<file path="config.mk">
export PLATFORM = sky130hd
export DESIGN_NAME = alu_op_sequencer
export DESIGN_NICKNAME = d
export VERILOG_FILES = /design/src/rtl/alu_op_sequencer.sv
export SDC_FILE = /design/constraint.sdc
export NUM_CORES = 1
export LEC_CHECK = 0
export BUFFER_PORTS_ARGS = -buffer_cell sky130_fd_sc_hd__buf_4
export CORE_MARGIN = 1
export CORE_UTILIZATION = 34
export CTS_CLUSTER_DIAMETER = 40
export CTS_CLUSTER_SIZE = 30
export DETAILED_ROUTE_END_ITERATION = 16
export GPL_ROUTABILITY_DRIVEN = 1
export PLACE_DENSITY = 0.91
export SYNTH_ARGS = -nofsm -noshare
export SYNTH_HDL_FRONTEND = slang
export SYNTH_SLANG_ARGS = --single-unit
export TNS_END_PERCENT = 10
</file>
<file path="constraint.sdc">
create_clock -name clk -period 2.3 [get_ports clk]
set_input_delay 0.23 -clock clk [delete_from_list [all_inputs] [get_ports clk]]
set_output_delay 0.23 -clock clk [all_outputs]
set_load 0.005 [all_outputs]
</file>
<file path="src/rtl/alu_op_sequencer.sv">
// Fetch/decode/execute control sequencer driving a single-bus ALU datapath.
// Define STEP_MODE_EN to gate every T0..T5 transition on the step input.
module alu_op_sequencer #(
  parameter int unsigned DATA_W   = 32,
  parameter int unsigned REG_AW   = 4,
  parameter int unsigned ALU_OP_W = 4
) (
  input  logic                clk,
  input  logic                clr,
  input  logic                start,
  input  logic [DATA_W-1:0]   ir,
  input  logic                mem_ready,
  input  logic                step,
  output logic [4:0]          bus_sel,
  output logic [4:0]          load_sel,
  output logic                mem_read,
  output logic                pc_inc,
  output logic [ALU_OP_W-1:0] alu_op,
  output logic                busy,
  output logic                done,
  output logic                illegal
);

  typedef enum logic [2:0] {
    StIdle, StT0, StT1, StT2, StT3, StT4, StT5, StTrap
  } state_e;

  state_e state_q, state_d;

  logic [4:0]          opcode;
  logic [REG_AW-1:0]   ra, rb, rc;
  logic                op_legal, op_imm;
  logic [ALU_OP_W-1:0] op_func;
  logic                adv;
  logic                unused_bits;

  assign opcode = ir[DATA_W-1 -: 5];
  assign ra     = ir[DATA_W-6 -: REG_AW];
  assign rb     = ir[DATA_W-6-REG_AW -: REG_AW];
  assign rc     = ir[DATA_W-6-2*REG_AW -: REG_AW];

  // Low ir bits below rc carry no control information.
  assign unused_bits = ^{ir, step};

`ifdef STEP_MODE_EN
  assign adv = step;
`else
  assign adv = 1'b1;
`endif

  always_comb begin
    op_legal = 1'b1;
    op_imm   = 1'b0;
    op_func  = '0;
    case (opcode)
      5'b00011: op_func = ALU_OP_W'(1);
      5'b00100: op_func = ALU_OP_W'(2);
      5'b00101: op_func = ALU_OP_W'(3);
      5'b00110: op_func = ALU_OP_W'(4);
      5'b01100: begin
        op_func = ALU_OP_W'(1);
        op_imm  = 1'b1;
      end
      default:  op_legal = 1'b0;
    endcase
  end

  always_comb begin
    state_d = state_q;
    case (state_q)
      StIdle:  if (start) state_d = StT0;
      StT0:    if (adv) state_d = StT1;
      StT1:    if (adv && mem_ready) state_d = StT2;
      StT2:    if (adv) state_d = StT3;
      StT3:    if (adv) state_d = op_legal ? StT4 : StTrap;
      StT4:    if (adv) state_d = StT5;
      StT5:    if (adv) state_d = start ? StT0 : StIdle;
      StTrap:  state_d = StTrap;
      default: state_d = StIdle;
    endcase
  end

  always_ff @(posedge clk) begin
    if (clr) begin
      state_q <= StIdle;
    end else begin
      state_q <= state_d;
    end
  end

  always_comb begin
    bus_sel  = 5'd0;
    load_sel = 5'd31;
    mem_read = 1'b0;
    pc_inc   = 1'b0;
    alu_op   = '0;
    done     = 1'b0;
    illegal  = 1'b0;
    busy     = (state_q != StIdle);
    case (state_q)
      StT0: begin
        bus_sel  = 5'd20;
        load_sel = 5'd25;
        pc_inc   = 1'b1;
      end
      StT1: begin
        load_sel = 5'd21;
        mem_read = 1'b1;
      end
      StT2: begin
        bus_sel  = 5'd21;
        load_sel = 5'd23;
      end
      StT3: begin
        if (op_legal) begin
          bus_sel  = 5'(rb);
          load_sel = 5'd27;
        end
      end
      StT4: begin
        bus_sel  = op_imm ? 5'd22 : 5'(rc);
        load_sel = 5'd24;
        alu_op   = op_func;
      end
      StT5: begin
        bus_sel  = 5'd19;
        load_sel = 5'(ra);
        done     = 1'b1;
      end
      StTrap:  illegal = 1'b1;
      default: ;
    endcase
  end

endmodule
</file>
# ---- Word level (Yosys, flattened, before mapping)
# Cells that the tools add are included.
dict set report totals {
  register_bits 3
}
dict set report op_classes {
  n_mux 18
  reduce_logical 5
  eq_ne 14
}
# operator n
set ops {}
lappend ops {{5-bit case mux with 6 select lines} 1}
lappend ops {{5-bit case mux with 5 select lines} 1}
lappend ops {{3-bit case mux with 8 select lines} 1}
lappend ops {{5-bit by 3-bit == test with 1-bit output (second input constant)} 3}
lappend ops {{3-bit == test (second input constant)} 4}
lappend ops {{3-bit case mux with 4 select lines} 1}
lappend ops {{3-bit two-way mux} 3}
lappend ops {{4-bit two-way mux} 2}
lappend ops {{1-bit two-way mux} 7}
lappend ops {{3-bit by 2-bit == test with 1-bit output (second input constant)} 2}
lappend ops {{5-bit by 2-bit == test with 1-bit output (second input constant)} 1}
lappend ops {{5-bit by 4-bit == test with 1-bit output (second input constant)} 1}
lappend ops {{5-bit two-way mux} 1}
lappend ops {{5-bit OR reduction} 1}
lappend ops {{2-bit != test (second input constant)} 2}
lappend ops {{3-bit by 1-bit == test with 1-bit output (second input constant)} 1}
lappend ops {{3-bit zero test} 1}
lappend ops {{3-bit nonzero test} 1}
lappend ops {{2-bit two-way mux} 1}
lappend ops {{2-bit AND reduction} 1}
lappend ops {{2-bit OR reduction} 1}

# ---- Depth between registers and ports, before layout
# Gate-level depths: netlist of the first run.
dict set report depth {
  word_depth 5
  ltp_mapped 5
  mapped_depth_nobuf 4
}

# ---- Worst setup path before layout of the first run
# OpenSTA, ideal clock, no wires.
dict set report synth_path {
  path_kind {reg2out}
  from {register state_q[0]}
  to {output alu_op[1]}
  arrival_time_ns 1.057
  n_path_buf 2
  setup_slack_ns 1.013
  stages_incl_launch_ff 5
  cell_sequence {dfxtp_1 -> buf_2 -> clkbuf_1 -> nand3_1 -> nor4_1}
}
dict set report synth_between {
  elab_chain_len 2
}
# item line_no
set synth_lines {}
lappend synth_lines {{from (decl)} 28} ;# state_e state_q, state_d;
lappend synth_lines {{from (signal assigned)} 85} ;# state_q <= StIdle;
lappend synth_lines {{from (signal assigned)} 87} ;# state_q <= state_d;
lappend synth_lines {{3-bit == test} 100} ;# case (state_q)
lappend synth_lines {{4-bit two-way mux} 100}
lappend synth_lines {{to (decl)} 18} ;# output logic [ALU_OP_W-1:0] alu_op,
# No other way between the ends.

==> results of run 1 <==
-- cells by family (layout without fill, tap and decap cells) --
| kind of cell | Yosys count | in the layout | share of synthesized area, % |
|---|---|---|---|
| AND/OR/NAND/NOR | 37 | 37 | 44.9 |
| AO/OA/AOI/OAI | 18 | 18 | 28.1 |
| adder cells (fa/ha/maj) | 1 | 1 | 2.43 |
| other | 1 | 1 | 0.810 |
| buffers and inverters | 9 | 45 | 8.92 |
| XOR/XNOR | 1 | 1 | 1.89 |
| flip-flops | 3 | 3 | 13.0 |
-- where the power goes --
group / switching (mW) / internal, mW / total (mW)
sequential: 0.0214 / 0.0579 / 0.0793
combinational: 0.0533 / 0.0779 / 0.131
clock: 0.0308 / 0.0652 / 0.0960
total: 0.106 / 0.201 / 0.307
-- cell usage after synthesis, types with 2 or more instances --
cell type,count
nand2b_1,5
o21ai_0,3
nor2b_1,2
nand2_1,9
a31oi_1,2
buf_2,3
a21oi_1,4
dfxtp_1,3
inv_1,3
clkbuf_1,2
nor2_1,6
nand3_1,4
o2111ai_1,2
nor4_1,3
-- worst max-delay path: cells and delay by family (launching register included) --
family | cells | cell delay (ps)
DFF | 1 | 680
and+or+nand+nor | 4 | 750
buffers and inverters | 1 | 110
-- routing by layer --
metal / part of all wire, % / routed length [µm]
met5: 0 / 0
met3: 9.0 / 140
met1: 42 / 648
met2: 49 / 758
met4: 0 / 0
-- final timing paths --
kind | from | end | slack [ps] | cells after the start
min | clr | register | 170 | 2
min reg2reg | state_q[1] | state_q[0] | 700 | 2
max | register | bus_sel[3] | 310 | 5
max reg2reg | state_q[0] | state_q[0] | 890 | 3
-- metrics by stage --
step / instance area (µm²) / cells / worst slack, ps / hold slack (ps)
final: 762 / 120 / 309 / 174
after global routing: 762 / 120 / 133 / 173
after CTS: 762 / 120 / 326 / 167
after detailed placement: 736 / 116 / 580 / 415
after global placement: 736 / 116 / 607 / 408
after floorplan: 463 / 70 / 1010 / 299
-- placed cells by master, fill, tap and decap left out --
master,count
conb_1,1
dfxtp_1,3
clkbuf_1,1
a31o_2,1
a21oi_1,4
and4bb_1,1
o211ai_1,1
nor2b_1,2
nor2_1,6
inv_1,3
nand4bb_1,1
xor2_1,1
nand2_1,9
o21ai_0,3
maj3_2,1
a31oi_1,2
o311a_1,1
o2111ai_1,2
nor3_1,1
buf_4,38
clkbuf_4,3
a2111oi_0,1
nor4_1,3
nand3_1,4
and3b_1,1
nand3b_2,1
nand2b_1,5
o22ai_2,1
nand3b_1,1
a32o_1,1
or3_1,1
a211oi_1,1
and3_1,1
-- layout make-up --
class                      count  area [µm²]  area share, %
multi-input combinational     58         362           47.5
timing repair buffer          38         285           37.4
sequential                     3        60.1           7.88
clock buffer                   4        26.3           3.45
tap                           14        17.5           2.30
inverter                       3        11.3           1.48
==> run_results.csv, run 1 <==
group,metric,value,unit
critical_path,critical-path-max-stage-delay,680,ps
sta,finalSetupViolCount,0,
grt,overflow,0,
pwr,p_leak,0.378,nW
job,maxCapViolCount,0,
critical_path,path_cells,"nand2b_1, nor3_1, nand3_1, nand2_1, buf_4",
grt,busiest_layer,"met2",
grt,antenna_found_initial,0,
floorplanning,core_area,1190,µm²
sta,finalSetupTns,0,ps
sta,timing.fmax,502,MHz
clock_tree,clkSinkCount,3,
hold_path,hold_path_class,"in -> reg",
route,dr.pass1.iters,4,
route,vias,659,
synthesis,yosysWarnings,0,
sta,period_share,86.6,%
grt,grt_pass1_vias,561,
synthesis,synth_area_leaders,"dfxtp_1 (13%), nand2_1 (7.3%), nand2b_1 (6.8%), nor2_1 (4.9%), a21oi_1 (4.3%)",
route,postRouteWirelength,1.55,mm
place,port_buffers,38,
route,route.detailed.drc,0,
critical_path,start_kind,"register",
synthesis,syn_nets,107,
clock_tree,cts_made_buffers,3,
sta,rsz0062_at_grt,"false",
grt,grt_pass1_wl,2.30,mm
clock_tree,htreeDepth,1,
sta,hold_viol,0,
synthesis,synth_area,463,µm²
layout,drive_gt1_share,42.5,%
place,gp_congestion,0.698,
sta,fin_worst_skew,3.73,ps
critical_path,critical_path_class,"reg -> out",
clock_tree,clk_pin_slew_worst_paths,40,ps
clock_tree,root_buffer,"clkbuf_4",
synthesis,synthCells,70,
place,dp_hpwl,1.20,mm
grt,grtUsageTotal,22.2,%
clock_tree,cts_resized,0,
clock_tree,post_cts_buffers,0,
critical_path,critPathCaptureType,"output pin",
synthesis,synth_edf_count,0,
clock_tree,cts_max_path_buffers,2,
floorplanning,die-area,1510,µm²
synthesis,yosysTopAreaCellShare,13.0,%
floorplanning,fp.dieH,38.9,µm
grt,grt_max_degree,21,
grt,gr-usage-met1,22.2,%
synthesis,ys_seq_elements,3,
route,ant_nets,0,
layout,nNetsFinal,144,
layout,fillers,108,
floorplanning,num_rows,12,
sta,min_period,1990,ps
grt,grt_use_met3,9.83,%
route,drtIter0Drc,17,
floorplanning,die_x,38.9,µm
route,wl_per_cell,12.9,µm
critical_path,cp_max_fo,20,
layout,syn2layout_area_growth,64.6,%
pwr,p_total,307,µW
outcome,outcome,"finished, final reports clean",
clock_tree,tritoncts,"done",
synthesis,async_flop_share,0,%
sta,tightest_slew,585,ps
synthesis,avgSynthCellArea,6.61,µm²
sta,drv_slew,0,
floorplanning,initial_utilization,39.0,%
clock_tree,hold_buffers,0,
pwr,peakVddDrop,0.403,mV
layout,final_util,64.2,%
synthesis,synthFlopType,"dfxtp_1",
critical_path,cp.arrival,1760,ps
pwr,p_per_area,402,nW/µm²
grt,use_met2,40.0,%
synthesis,synth_top_area_cell,"dfxtp_1",
sta,slew_headroom,60.9,%
floorplanning,ios,56,
route,post_drt_via_cell_ratio,5.49,
synthesis,yosysUniqueCellTypes,33,
clock_tree,insertion_delay,240,ps
critical_path,required,2070,ps
layout,insertedDiodeCount,0,
synthesis,yosysSeqAreaShare,13.0,%
critical_path,cp_slowest_cell,"dfxtp_1",
Power figures use the tool's default switching activity.
==> run 2: changes to the inputs <==
--- a/config.mk
+++ b/config.mk
@@ -7,2 +7,3 @@
 export LEC_CHECK = 0
+export ABC_AREA = 0
 export BUFFER_PORTS_ARGS = -buffer_cell sky130_fd_sc_hd__buf_4
@@ -13,3 +14,2 @@
 export DETAILED_ROUTE_END_ITERATION = 16
-export GPL_ROUTABILITY_DRIVEN = 1
 export PLACE_DENSITY = 0.91
==> constraint.sdc (replaced) <==
create_clock -name clk -period 2.3 [get_ports clk]
set_input_delay 0.69 -clock clk [delete_from_list [all_inputs] [get_ports clk]]
set_output_delay 0.69 -clock clk [all_outputs]
set_load 0.005 [all_outputs]
==> run 2 against run 1 <==
Net effect: worst hold slack better by 430 ps; final cell count up 7.5%; first-iteration DRC count rose by 5.9%; the run now ends with negative setup slack left; largest power group unchanged; critical path type is now in -> out; die area unchanged.
==> run_results.csv, run 2 (synthesis results as in run 1) <==
group,metric,value,unit
outcome,outcome,"finished with violations",
outcome,violations,"negative setup slack",
layout,insertedDiodeCount,0,
hold_path,holdPathStages,2,
grt,grt_pass1_vias,635,
route,postRouteWirelength,1.95,mm
critical_path,start_kind,"input pin",
critical_path,critPathCaptureType,"output pin",
route,dr.pass1.iters,4,
sta,setup_slack,-142,ps
critical_path,required,1610,ps
critical_path,cp.arrival,1750,ps
sta,timing.fmax,409,MHz
pwr,p_seq_share,22.1,%
grt,grtUsageTotal,28.7,%
clock_tree,post_cts_buffers,0,
pwr,p_sw_share,35.2,%
pwr,pwr-share-comb,49.4,%
place,dp_cells,125,
clock_tree,clk_pin_slew_worst_paths,40,ps
place,port_buffers,38,
pwr,p_per_area,380,nW/µm²
floorplanning,die-area,1510,µm²
layout,final_common_cell,"buf_4",
layout,stdcell_count,129,
layout,drive_gt1_share,53.0,%
sta,drv_slew,0,
sta,min_period,2440,ps
route,vias,725,
clock_tree,insertion_delay,240,ps
clock_tree,tritoncts,"done",
pwr,p_leak,0.440,nW
floorplanning,initial_utilization,39.0,%
floorplanning,core_area,1190,µm²
pwr,p_int,222,µW
pwr,p_clk_share,28.5,%
job,maxCapViolCount,0,
clock_tree,clkSinkCount,3,
place,gp_congestion,0.714,
sta,fin_worst_skew,6.43,ps
layout,nNetsFinal,153,
critical_path,ff2ff_path_depth,3,
critical_path,cp_max_fo,4,
route,post_drt_via_cell_ratio,5.62,
clock_tree,cts_made_buffers,3,
floorplanning,die_x,38.9,µm
hold_path,hold_path_class,"reg -> reg",
clock_tree,htreeDepth,1,
route,ant_nets,0,
critical_path,critical_path_class,"in -> out",
clock_tree,cts_max_path_buffers,2,
layout,syn2layout_area_growth,94.6,%
sta,finalSetupViolCount,4,
grt,grt_max_degree,15,
grt,grt_pass1_wl,2.90,mm
floorplanning,num_rows,12,
floorplanning,fp.dieH,38.9,µm
sta,hold_viol,0,
sta,finalSetupTns,-302,ps
grt,overflow,0,
route,drtIter0Drc,18,
clock_tree,root_buffer,"clkbuf_4",
pwr,peakVddDrop,0.359,mV
route,route.detailed.drc,0,
place,dp_hpwl,1.23,mm
route,wl_per_cell,15.1,µm
pwr,switchingPower,121,µW
floorplanning,ios,56,
sta,period_share,106,%
layout,mostFrequentLayoutCells,"buf_4 (43), nand2_1 (9), nor2_1 (5)",
sta,rsz0062_at_grt,"true",
grt,antenna_found_initial,0,
run 2: final cells by class:
| class | count | area, µm² |
|---|---|---|
| inverter | 3 | 11.3 |
| tap | 14 | 17.5 |
| clock buffer | 4 | 26.3 |
| timing repair buffer | 47 | 375 |
| fill | 77 | 285 |
| multi-input combinational | 58 | 408 |
| sequential | 3 | 62.6 |
run 2: repair_timing:
item,in CTS,in global routing
resized for setup,7,7
pin swaps,6,2
hold buffers,0,0
endpoints found under the setup margin,6,9
cloned,0,0
run 2: routing by layer:
layer / wire [µm] / vias up / global-route usage [%]
li1: - / 350 / -
met1: 790 / 340 / 32.7
met2: 1010 / 33 / 49.2
met3: 131 / 2 / 6.36
met4: 21 / 0 / 14.7
met5: 0 / - / 0
run 2: through the flow:
step	worst slack (ps)	cell area [µm²]	hold slack [ps]	total power, mW	util, %
2_1_floorplan	109	463	460	0.138	-
3_3_place_gp	-139	803	598	0.220	67.7
3_5_place_dp	-172	803	615	0.226	67.7
4_1_cts	-133	878	613	0.336	74.1
5_1_grt	-173	901	631	0.367	75.9
6_report	-142	901	601	0.343	75.9
run 2: path summary, 6_finish.rpt:
check	startpoint	endpoint	slack [ps]
min	register	state_q[1]	600
max reg2reg	state_q[0]	state_q[0]	1060
max	ir[27]	bus_sel[1]	-140
min reg2reg	register	state_q[1]	600
run 2: power groups by stage:
stage	Clock (mW)	Combinational (mW)	Sequential (mW)
after detailed placement	0	0.152	0.0738
after floorplan	0	0.0769	0.0612
after CTS	0.101	0.162	0.0733
final	0.0977	0.169	0.0756
after global routing	0.104	0.185	0.0777
after global placement	0	0.147	0.0735
run 2: critical path, cell delays in order:
cell and delay [ps]:
buf_8 100, buf_4 140, nand2b_4 70, o22ai_4 80, and3b_1 170, o311a_1 350, buf_4 140
